$ cat config.mk
export PLATFORM = sky130hd
export DESIGN_NAME = bcd_press_counter
export DESIGN_NICKNAME = d
export VERILOG_FILES = /design/src/rtl/bcd_counter_pkg.sv /design/src/rtl/switch_debounce.sv /design/src/rtl/bcd_press_counter.sv
export SDC_FILE = /design/constraint.sdc
export NUM_CORES = 1
export LEC_CHECK = 0
export ABC_AREA = 1
export BUFFER_PORTS_ARGS = -buffer_cell sky130_fd_sc_hd__clkbuf_2
export CAP_MARGIN = 10
export CORE_UTILIZATION = 44
export DETAILED_ROUTE_END_ITERATION = 8
export PLACE_DENSITY_LB_ADDON = 0.25
export SLEW_MARGIN = 40
export SYNTH_ARGS = -nofsm -noshare
export SYNTH_HDL_FRONTEND = slang
export SYNTH_SLANG_ARGS = --single-unit
$ cat constraint.sdc
create_clock -name i_Clk -period 1.43 [get_ports i_Clk]
set_clock_uncertainty 0.05 [all_clocks]
set_input_delay 0.286 -clock i_Clk [delete_from_list [all_inputs] [get_ports i_Clk]]
set_output_delay 0.286 -clock i_Clk [all_outputs]
set_load 0.02 [all_outputs]
$ cat src/rtl/bcd_counter_pkg.sv
// rtl/bcd_counter_pkg.sv - shared debounce state encoding and BCD digit constants
package bcd_counter_pkg;

   typedef enum logic [1:0] {
      S_STABLE_LOW  = 2'd0,
      S_CHECK_HIGH  = 2'd1,
      S_STABLE_HIGH = 2'd2,
      S_CHECK_LOW   = 2'd3
   } deb_state_e;

   localparam int                     DIGIT_WIDTH   = 4;
   localparam logic [DIGIT_WIDTH-1:0] BCD_MAX_DIGIT = 4'd9;

endpackage

$ cat src/rtl/switch_debounce.sv
// rtl/switch_debounce.sv - two-flop synchronizer plus debounce FSM
// Emits a registered debounced level and a one-cycle pulse per accepted release.
module switch_debounce
   import bcd_counter_pkg::*;
#(
   parameter int DEBOUNCE_LIMIT = 250000
) (
   input  logic clk,
   input  logic rst_n,
   input  logic switch_in,
   output logic debounced,
   output logic release_pulse
);

   localparam int            CW    = $clog2(DEBOUNCE_LIMIT + 1);
   localparam logic [CW-1:0] LIMIT = CW'(DEBOUNCE_LIMIT);
   localparam logic [CW-1:0] ONE   = CW'(1);

   logic          sync1_q, sync1_d, sync2_q, sync2_d;
   deb_state_e    state_q, state_d;
   logic [CW-1:0] count_q, count_d;
   logic          debounced_q, debounced_d;
   logic          pulse_q, pulse_d;

   always_comb begin
      sync1_d = switch_in;
      sync2_d = sync1_q;
      state_d = state_q;
      count_d = count_q;
      pulse_d = 1'b0;
      case (state_q)
         S_STABLE_LOW: begin
            count_d = sync2_q ? ONE : '0;
            if (sync2_q) state_d = S_CHECK_HIGH;
         end
         S_CHECK_HIGH: begin
            if (!sync2_q) begin
               state_d = S_STABLE_LOW;
               count_d = '0;
            end else if (count_q == LIMIT) begin
               state_d = S_STABLE_HIGH;
               count_d = '0;
            end else begin
               count_d = count_q + ONE;
            end
         end
         S_STABLE_HIGH: begin
            count_d = sync2_q ? '0 : ONE;
            if (!sync2_q) state_d = S_CHECK_LOW;
         end
         S_CHECK_LOW: begin
            if (sync2_q) begin
               state_d = S_STABLE_HIGH;
               count_d = '0;
            end else if (count_q == LIMIT) begin
               state_d = S_STABLE_LOW;
               count_d = '0;
               pulse_d = 1'b1;
            end else begin
               count_d = count_q + ONE;
            end
         end
         default: begin
            state_d = S_STABLE_LOW;
            count_d = '0;
         end
      endcase
      // Level follows the next state so it changes on the same edge as the FSM.
      debounced_d = (state_d == S_STABLE_HIGH) || (state_d == S_CHECK_LOW);
   end

   always_ff @(posedge clk or negedge rst_n) begin
      if (!rst_n) begin
         sync1_q     <= 1'b0;
         sync2_q     <= 1'b0;
         state_q     <= S_STABLE_LOW;
         count_q     <= '0;
         debounced_q <= 1'b0;
         pulse_q     <= 1'b0;
      end else begin
         sync1_q     <= sync1_d;
         sync2_q     <= sync2_d;
         state_q     <= state_d;
         count_q     <= count_d;
         debounced_q <= debounced_d;
         pulse_q     <= pulse_d;
      end
   end

   assign debounced     = debounced_q;
   assign release_pulse = pulse_q;

endmodule

$ cat src/rtl/bcd_press_counter.sv
// rtl/bcd_press_counter.sv - debounced push-button driving a two-digit BCD counter
// Counts completed presses 00..99 with a wrap pulse on the 99 -> 00 rollover.
module bcd_press_counter
   import bcd_counter_pkg::*;
#(
   parameter int DEBOUNCE_LIMIT = 250000
) (
   input  logic                   i_Clk,
   input  logic                   i_Rst_L,
   input  logic                   i_Switch,
   input  logic                   i_Clear,
   output logic [DIGIT_WIDTH-1:0] o_Ones,
   output logic [DIGIT_WIDTH-1:0] o_Tens,
   output logic                   o_Switch_Debounced,
   output logic                   o_Press_Pulse,
   output logic                   o_Wrap
);

   localparam logic [DIGIT_WIDTH-1:0] DIGIT_ONE = DIGIT_WIDTH'(1);

   logic                   press_pulse;
   logic [DIGIT_WIDTH-1:0] ones_q, ones_d, tens_q, tens_d;
   logic                   wrap_q, wrap_d;

   switch_debounce #(
      .DEBOUNCE_LIMIT(DEBOUNCE_LIMIT)
   ) u_debounce (
      .clk          (i_Clk),
      .rst_n        (i_Rst_L),
      .switch_in    (i_Switch),
      .debounced    (o_Switch_Debounced),
      .release_pulse(press_pulse)
   );

   // Clear wins over a coincident press; that press is dropped.
   always_comb begin
      ones_d = ones_q;
      tens_d = tens_q;
      wrap_d = 1'b0;
      if (i_Clear) begin
         ones_d = '0;
         tens_d = '0;
      end else if (press_pulse) begin
         if (ones_q < BCD_MAX_DIGIT) begin
            ones_d = ones_q + DIGIT_ONE;
         end else if (tens_q < BCD_MAX_DIGIT) begin
            ones_d = '0;
            tens_d = tens_q + DIGIT_ONE;
         end else begin
            ones_d = '0;
            tens_d = '0;
            wrap_d = 1'b1;
         end
      end
   end

   always_ff @(posedge i_Clk or negedge i_Rst_L) begin
      if (!i_Rst_L) begin
         ones_q <= '0;
         tens_q <= '0;
         wrap_q <= 1'b0;
      end else begin
         ones_q <= ones_d;
         tens_q <= tens_d;
         wrap_q <= wrap_d;
      end
   end

   assign o_Ones        = ones_q;
   assign o_Tens        = tens_q;
   assign o_Wrap        = wrap_q;
   assign o_Press_Pulse = press_pulse;

endmodule
=== Word-level counts from Yosys, hierarchy flattened ===
Cells that the tools add are included.

* Add/subtract/negate cells: 3
* Magnitude comparators: 2
* Eq/ne operators: 7
* Muxes and demuxes: 27
* Reduce and logical (&&, ||, !) cells: 4

{| class="wikitable"
|+ Operator list
! cell !! count
|-
| $pmux 18 s4 || 1
|-
| $mux 18 || 3
|-
| $mux 4 || 7
|-
| $add 18x1->18 const B || 1
|-
| $eq 18x18->1 const B || 1
|-
| $mux 2 || 6
|-
| $mux 1 || 9
|-
| $add 4x1->4 const B || 2
|-
| $eq 2x2->1 const B || 4
|-
| $lt 4x4->1 const B || 2
|-
| $pmux 2 s4 || 1
|-
| $eq 2x1->1 const B || 1
|-
| $logic_not 2->1 || 1
|-
| $ne 2x2->1 const B || 1
|-
| $reduce_and 2->1 || 1
|-
| $reduce_bool 2->1 || 1
|-
| $logic_or 1x1->1 || 1
|}

* Bits in registers: 33
* Input port bits: 4
* Output and inout bits: 11
* Logic and storage cells: 52

=== Longest topological paths before layout ===
Gate-level depths: netlist of the first run.

* Depth in word-level cells: 6
* Gate-level depth with buffers: 8
* Depth with buffers taken out: 8

=== Hierarchy ===
From an unflattened synthesis of the first run, not the netlist that was laid out.

* Cell total of the unflattened synthesis: 241
* Area, all modules: 1918.1 µm²

{| class="wikitable"
|+ By module, submodules not included
! module !! instances !! cells each !! area an instance (µm²) !! seq. area each (µm²)
|-
| switch_debounce || 1 || 173 || 1383.8 || 575.6
|-
| bcd_press_counter || 1 || 68 || 534.3 || 225.2
|}

=== Worst setup path after synthesis of the first run ===
Ideal clock, no wire load.

* Path kind: register -> register
* Start point: register ones_q[0], in the netlist o_Ones[0]
* End point: register tens_q[3], in the netlist o_Tens[3]
* Setup time: 0.077 ns
* Arrival: 1.317 ns
* Required time: 1.303 ns
* Setup slack: -0.014 ns
* Stages on the path, launching flop included: 8
* Buffers on the path: 0
* Clock period less this slack: 1.444 ns
* Cell sequence: dfrtp_1 inv_1 ha_1 a21oi_1 nand2_1 nand2_1 nand2_1 a21oi_1

* Word-level cells in the longest chain between the ends: 3

{| class="wikitable"
|+ RTL lines
! element !! line !! source
|-
| from (decl) || bcd_press_counter.sv:22 || <nowiki>logic [DIGIT_WIDTH-1:0] ones_q, ones_d, tens_q, tens_d;</nowiki>
|-
| from (signal assigned) || bcd_press_counter.sv:63 || <nowiki>ones_q <= ones_d;</nowiki>
|-
| $lt 4x4->1 || bcd_press_counter.sv:44 || <nowiki>if (ones_q < BCD_MAX_DIGIT) begin</nowiki>
|-
| $ne 2x2->1 (no line) || n/a ||
|-
| $reduce_and 2->1 (no line) || n/a ||
|-
| to (signal assigned) || bcd_press_counter.sv:64 || <nowiki>tens_q <= tens_d;</nowiki>
|-
| to (decl) || bcd_press_counter.sv:22 ||
|}

Every way passes these cells.
A chain may end at the register's enable or synchronous reset.

=== Final worst setup path of the first run ===
* Start point: register u_debounce.count_q[8]
* End point: register u_debounce.count_q[8]

* Word-level cells in the longest chain between the ends: 4
* Elaborated cells between the ends (all ways): 6
* Classes of those cells: add/sub: 1; eq/ne: 1; mux: 4

{| class="wikitable"
|+ RTL lines
! element !! line !! source
|-
| from (decl) || switch_debounce.sv:21 || <nowiki>logic [CW-1:0] count_q, count_d;</nowiki>
|-
| from (signal assigned) || switch_debounce.sv:84 || <nowiki>count_q <= count_d;</nowiki>
|-
| $add 18x1->18 or $eq 18x18->1 (tied branches) || n/a ||
|-
| $mux 18 (*) || switch_debounce.sv:40, switch_debounce.sv:55 ||
|-
| $mux 18 (on tied branches) || switch_debounce.sv:52, switch_debounce.sv:37 ||
|-
| $pmux 18 s4 (*) || switch_debounce.sv:31 || <nowiki>case (state_q)</nowiki>
|-
| named net u_debounce.count_d[8] || switch_debounce.sv:21 ||
|}

The timed path passes the listed nets; every way through them passes the cells marked *.

==> results of run 1 <==
[cells by family after synthesis]
logic type	synth area share, %
adder cells (fa/ha/maj)	4.21
XOR/XNOR	5.41
flip-flops	46.3
AND/OR/NAND/NOR	32.4
AO/OA/AOI/OAI	4.92
buffers and inverters	6.74
[sequential cells by signal, indices dropped and copies added (netlist names)]
register                  flops
u_debounce.release_pulse      1
u_debounce.count_q           18
o_Ones                        4
o_Wrap                        1
u_debounce.state_q            2
o_Tens                        4
u_debounce.debounced          1
u_debounce.sync1_q            1
u_debounce.sync2_q            1
[through the flow]
step | hold WS, ps | power [mW] | TNS, ps
after floorplan | -59.6 | 1.02 | 0
after global placement | 185 | 1.07 | -6.10
after detailed placement | 185 | 1.07 | -36.5
after CTS | 42.1 | 1.76 | -1.25
after global routing | 45.0 | 1.81 | -204
final | 52.6 | 1.73 | 0
[metal layers]
layer,routed length (microns),up-vias
met4,61,0
met3,95,6
met5,0,-
met2,1650,18
met1,1660,660
li1,-,731
[final cells by class]
| type | instances | area share, % |
|---|---|---|
| inverters | 32 | 5.51 |
| clock buffers | 6 | 3.33 |
| well taps | 48 | 2.75 |
| clock inverters | 2 | 0.459 |
| flip-flops and latches | 33 | 37.9 |
| multi-input cells | 148 | 42.0 |
| repair buffers | 26 | 8.03 |
[power by group through the flow]
stage,Combinational (mW),Clock [mW],Sequential [mW]
2_1_floorplan,0.0454,0,0.973
3_3_place_gp,0.0966,0,0.970
3_5_place_dp,0.0971,0,0.970
4_1_cts,0.100,0.703,0.952
5_1_grt,0.117,0.740,0.955
6_report,0.101,0.678,0.953
[final timing paths]
| check | from | to | slack (ps) | depth (start not counted) |
|---|---|---|---|---|
| worst max-delay path | u_debounce.count_q[8] | u_debounce.count_q[8] | 40 | 6 |
| worst min-delay path | i_Switch | u_debounce.sync1_q | 50 | 1 |
| worst max register to register | u_debounce.count_q[8] | u_debounce.count_q[8] | 40 | 6 |
| worst min register to register | u_debounce.sync1_q | u_debounce.sync2_q | 310 | 0 |
| max in group asynchronous | i_Rst_L | o_Ones[0] | 480 | 3 |
| min in group asynchronous | i_Rst_L | u_debounce.count_q[13] | 410 | 2 |
[layout by cell type, fill, tap and decap left out, drive strengths merged]
| cell type | count |
|---|---|
| or2 | 1 |
| nand4 | 3 |
| nor2 | 48 |
| o21bai | 1 |
| o22ai | 1 |
| and2 | 1 |
| nand2 | 37 |
| nand3 | 20 |
| clkbuf | 20 |
| nor3 | 3 |
| xor2 | 8 |
| dfrtp | 33 |
| nor3b | 1 |
| nand3b | 1 |
| xnor2 | 3 |
| buf | 11 |
| inv | 32 |
| ha | 6 |
| dlygate4sd3 | 1 |
| a21oi | 5 |
| clkinv | 2 |
| o21ai | 9 |
[what timing repair did]
action	4_1_cts	5_1_grt
setup buffers	0	7
gates resized for setup	2	18
pin swaps	1	8
hold buffers	1	0
hold endpoints to repair	14	0
setup endpoints to repair	5	28
==> impl_metrics.tcl, run 1 <==
set metrics [dict create \
    status "finished clean" \
    die_h_microns 65.6 \
    clkTransAtPathRegs_ps 60 \
    cts_tree "built" \
    ys_async_sr_fraction_pct 100 \
    power_density_nw_per_um2 794 \
    syn_area_per_cell_sq_um 8.36 \
    numPortBuffers 14 \
    met1_usage_pct 23.7 \
    grt.busiest_layer "met2" \
    finalWorstSetupSlack_ps 36.7 \
    synth_edf_count 0 \
    multi_input_comb_area_sq_um 916 \
    rsz0062_at_grt "true" \
    io_pins 15 \
    worst_setup_path_start_kind "flip-flop" \
    critPathCaptureType "flip-flop" \
    pwr-share-clk_pct 39.1 \
    hold_violations 0 \
    post-route-period-util_pct 97.4 \
    nets 256 \
    post-dp-hpwl_mm 2.43 \
    synth.cell_area_sq_um 1780 \
    n_antenna_cell 0 \
    yosysTopAreaCellShare_pct 46.3 \
    p_int_mw 1.32 \
    min_path_type "input port to flip-flop" \
    final_area_sq_um 2180 \
    drc 0 \
    cap_violations 0 \
    grt_start_max_net_pins 20 \
    grt-ovfl-total 0 \
    fin_cells 295 \
    min_period_ps 1390 \
    seq_power_share_pct 55.0 \
    synth_area_leader_cell "dfrtp_1" \
    utilization_pct 57.8 \
    crit_type "flip-flop to flip-flop" \
    power_switching_mw 0.415 \
    tightestPinTransition_ps 412 \
    ir_worst_vdd_mv 0.502 \
    seq_area_sq_um 827 \
    power_leakage_nw 1.01 \
    path_cells "nor2_1 -> nand4_1 -> nor2_4 -> nand2_4 -> nand2_4 -> nor2_1" \
    clock_sinks 33 \
    grtUsageTotal_pct 18.9 \
    synth_fp_nets 223 \
    crit_fanout 10 \
    pre_cts_ws_ps -27.0 \
    grt.met2_usage_pct 29.6 \
    crit_path_max_incr_delay_ps 440 \
    max_slew_margin_pct 72.5 \
    start_util_pct 47.2 \
    clockBufferDepth 2 \
    dp_cells 279 \
    core_sq_um 3770 \
    path_buf_inv 0 \
    finalWirelength_mm 3.47 \
    numCtsBuffers 5 \
    die_area_sq_um 4310 \
    die_x_microns 65.6 \
    avgViaCountPerCell 4.80 \
    grt_pass1_vias 1357 \
    ys_seq_elements 33 \
    vias 1415 \
    area_growth_pct 22.4 \
    gp_congestion 0.871 \
    grt_pass1_wl_mm 5.97 \
    synthFlopType "dfrtp_1" \
    drive_above_1_share_pct 28.7 \
    crit_required_ps 1560 \
    wl_per_cell_microns 11.8 \
    final_antenna_net_count 0 \
    yosys_warnings 0 \
    ys_top_cells_by_count "nor2_1 (37), dfrtp_1 (33), inv_1 (30), nand2_1 (29), nand3_1 (18)" \
    synth-seq-area-share_pct 46.3 \
    fillCellCount 335 \
    first_pass_iters 4 \
    slew_violations 0 \
    drt_iter0_markers 38 \
    cp_top_family "simple AND/OR/NAND/NOR gates" \
    cts_root_buffer "clkbuf_8" \
    grt_use_met3_pct 5.73 \
    max_freq_mhz 718 \
    grt_antenna_before_repair 0 \
    syn_inst 213 \
    yosys-top-cells-area "dfrtp_1 (46%), nor2_1 (7.8%), inv_1 (6.3%), nand2_1 (6.1%), nand3_1 (5.1%)" \
    std_cell_rows 22 \
    sw_frac_of_total_pct 23.9 \
    ys_types 26 \
    htreeDepth 2 \
    synth.most_common_cell "nor2_1" \
    place_area_sq_um 1960 \
    crit_arrival_ps 1520 \
    slowest_stage "dfrtp_1" \
    p_comb_share_pct 5.8 \
    clk_latency_ps 290 \
    setup_viol 0 \
]
Note: power is estimated with default switching activity, not from simulation.
==> run 2: changes to the inputs <==
- CELL_PAD_IN_SITES_DETAIL_PLACEMENT: unset -> 0
- CELL_PAD_IN_SITES_GLOBAL_PLACEMENT: unset -> 1
- CORE_UTILIZATION: 44 -> 40
==> impl_metrics.tcl, run 2 (synthesized netlist as in run 1, its figures left out) <==
set metrics [dict create \
    layout_common_cells "nor2_1 (36), dfrtp_1 (31), inv_1 (30)" \
    io_pins 15 \
    grt_antenna_before_repair 0 \
    path_cells "ha_2 -> nand2_4 -> nor2_4 -> nand3_2 -> nor3b_2 -> nor2_1" \
    layout_commonest_cell "nor2_1" \
    post-route-period-util_pct 99.3 \
    vias 1378 \
    met1_usage_pct 24.9 \
    grt.met2_usage_pct 24.4 \
    die_x_microns 68.7 \
    grt_start_max_net_pins 21 \
    first_pass_iters 4 \
    crit_arrival_ps 1540 \
    fin_total_pwr_mw 1.82 \
    clkTransAtPathRegs_ps 70 \
    critPathCaptureType "flip-flop" \
    crit_required_ps 1550 \
    cap_violations 0 \
    seq_area_sq_um 828 \
    crit_fanout 4 \
    grt_pass1_vias 1250 \
    ir_worst_vdd_mv 0.580 \
    max_freq_mhz 704 \
    std_cell_rows 23 \
    grtUsageTotal_pct 17.0 \
    core_sq_um 4140 \
    wl_per_cell_microns 12.1 \
    rsz0062_at_grt "true" \
    post-dp-hpwl_mm 2.59 \
    tightestPinTransition_ps 415 \
    regMostFlops "u_debounce.count_q" \
    holdWs_ps 65.0 \
    numPortBuffers 14 \
    final_antenna_net_count 0 \
    tns_ps 0 \
    r2r-end "u_debounce.count_q[16]" \
    worstHoldPathCells 1 \
    cts_root_buffer "clkbuf_8" \
    hold_violations 0 \
    path_buf_inv 0 \
    cts_tree "built" \
    start_util_pct 43.0 \
    rr_startpoint "u_debounce.count_q[1]" \
    drive_above_1_share_pct 28.0 \
    fillCellCount 394 \
    drt_iter0_markers 85 \
    htreeDepth 2 \
    clk_latency_ps 280 \
    min_path_type "input port to flip-flop" \
    grt_use_met3_pct 4.44 \
    largest_reg_flops 18 \
    max_slew_margin_pct 72.3 \
    power_density_nw_per_um2 834 \
    nets 255 \
    clockBufferDepth 2 \
    finalWirelength_mm 3.59 \
    worst_setup_path_start_kind "flip-flop" \
    holdPathEnd "u_debounce.sync1_q" \
    grt-ovfl-total 0 \
    crit_type "flip-flop to flip-flop" \
    slowest_stage "dfrtp_1" \
    gp_congestion 0.744 \
    n_antenna_cell 0 \
    place_area_sq_um 1980 \
    grt_pass1_wl_mm 5.80 \
    area_growth_pct 22.8 \
    drc 0 \
    grt.busiest_layer "met1" \
    utilization_pct 52.8 \
    cp_top_family "simple AND/OR/NAND/NOR gates" \
    numCtsBuffers 5 \
    clock_sinks 33 \
    power_leakage_nw 1.02 \
    status "finished clean" \
    hold_start "i_Switch" \
    setup_viol 0 \
    min_period_ps 1420 \
    final_area_sq_um 2190 \
    multi_input_comb_area_sq_um 907 \
    crit_path_max_incr_delay_ps 380 \
    avgViaCountPerCell 4.66 \
    rr_worst_depth 6 \
    die_area_sq_um 4730 \
    die_h_microns 68.7 \
    reg2reg_slack_ps 10 \
    slew_violations 0 \
]
## run 2: how the worst max path moves through the flow
stage / from / end / slack (ps) / cells past startpoint
detailed placement: u_debounce.count_q[0] / u_debounce.count_q[16] / -5 / 6
finish: u_debounce.count_q[1] / u_debounce.count_q[16] / 10 / 6
global route: u_debounce.count_q[0] / u_debounce.count_q[16] / -60 / 6
floorplan: o_Ones[1] / o_Tens[3] / 20 / 7
global placement: u_debounce.count_q[1] / u_debounce.count_q[16] / -20 / 6
CTS: o_Ones[0] / o_Tens[3] / 1 / 7
## run 2: stage by stage
step	setup WS, ps	cells
floorplan	24.7	213
global placement	-18.7	284
detailed placement	-5.25	284
CTS	1.17	293
global route	-60.8	296
finish	10.5	296
## run 2: per-layer routing
layer | vias up | part of all wire, %
met5 | - | 0
met4 | 0 | 0.47
met3 | 2 | 2.8
met2 | 18 | 44
met1 | 631 | 53
li1 | 727 | -
## run 2: report_power, final
group	internal [mW]	switching (mW)	total (mW)
Combinational	0.0368	0.0667	0.103
Clock	0.435	0.332	0.767
Sequential	0.944	0.00908	0.954
Total	1.42	0.408	1.82
## run 2: what timing repair did
item	4_1_cts	5_1_grt
setup endpoints to repair	2	28
resized for setup	1	16
hold buffers	1	0
hold endpoints to repair	13	0
pin swaps	0	7
gates cloned	0	0
setup buffers	0	3
## run 2: final cells by class
cell class	count	share of cell area, %
multi-input combinational	148	41.5
inverter	32	5.49
tap	50	2.86
clock inverter	1	0.229
sequential	33	37.9
clock buffer	7	4.41
timing repair buffer	25	7.67
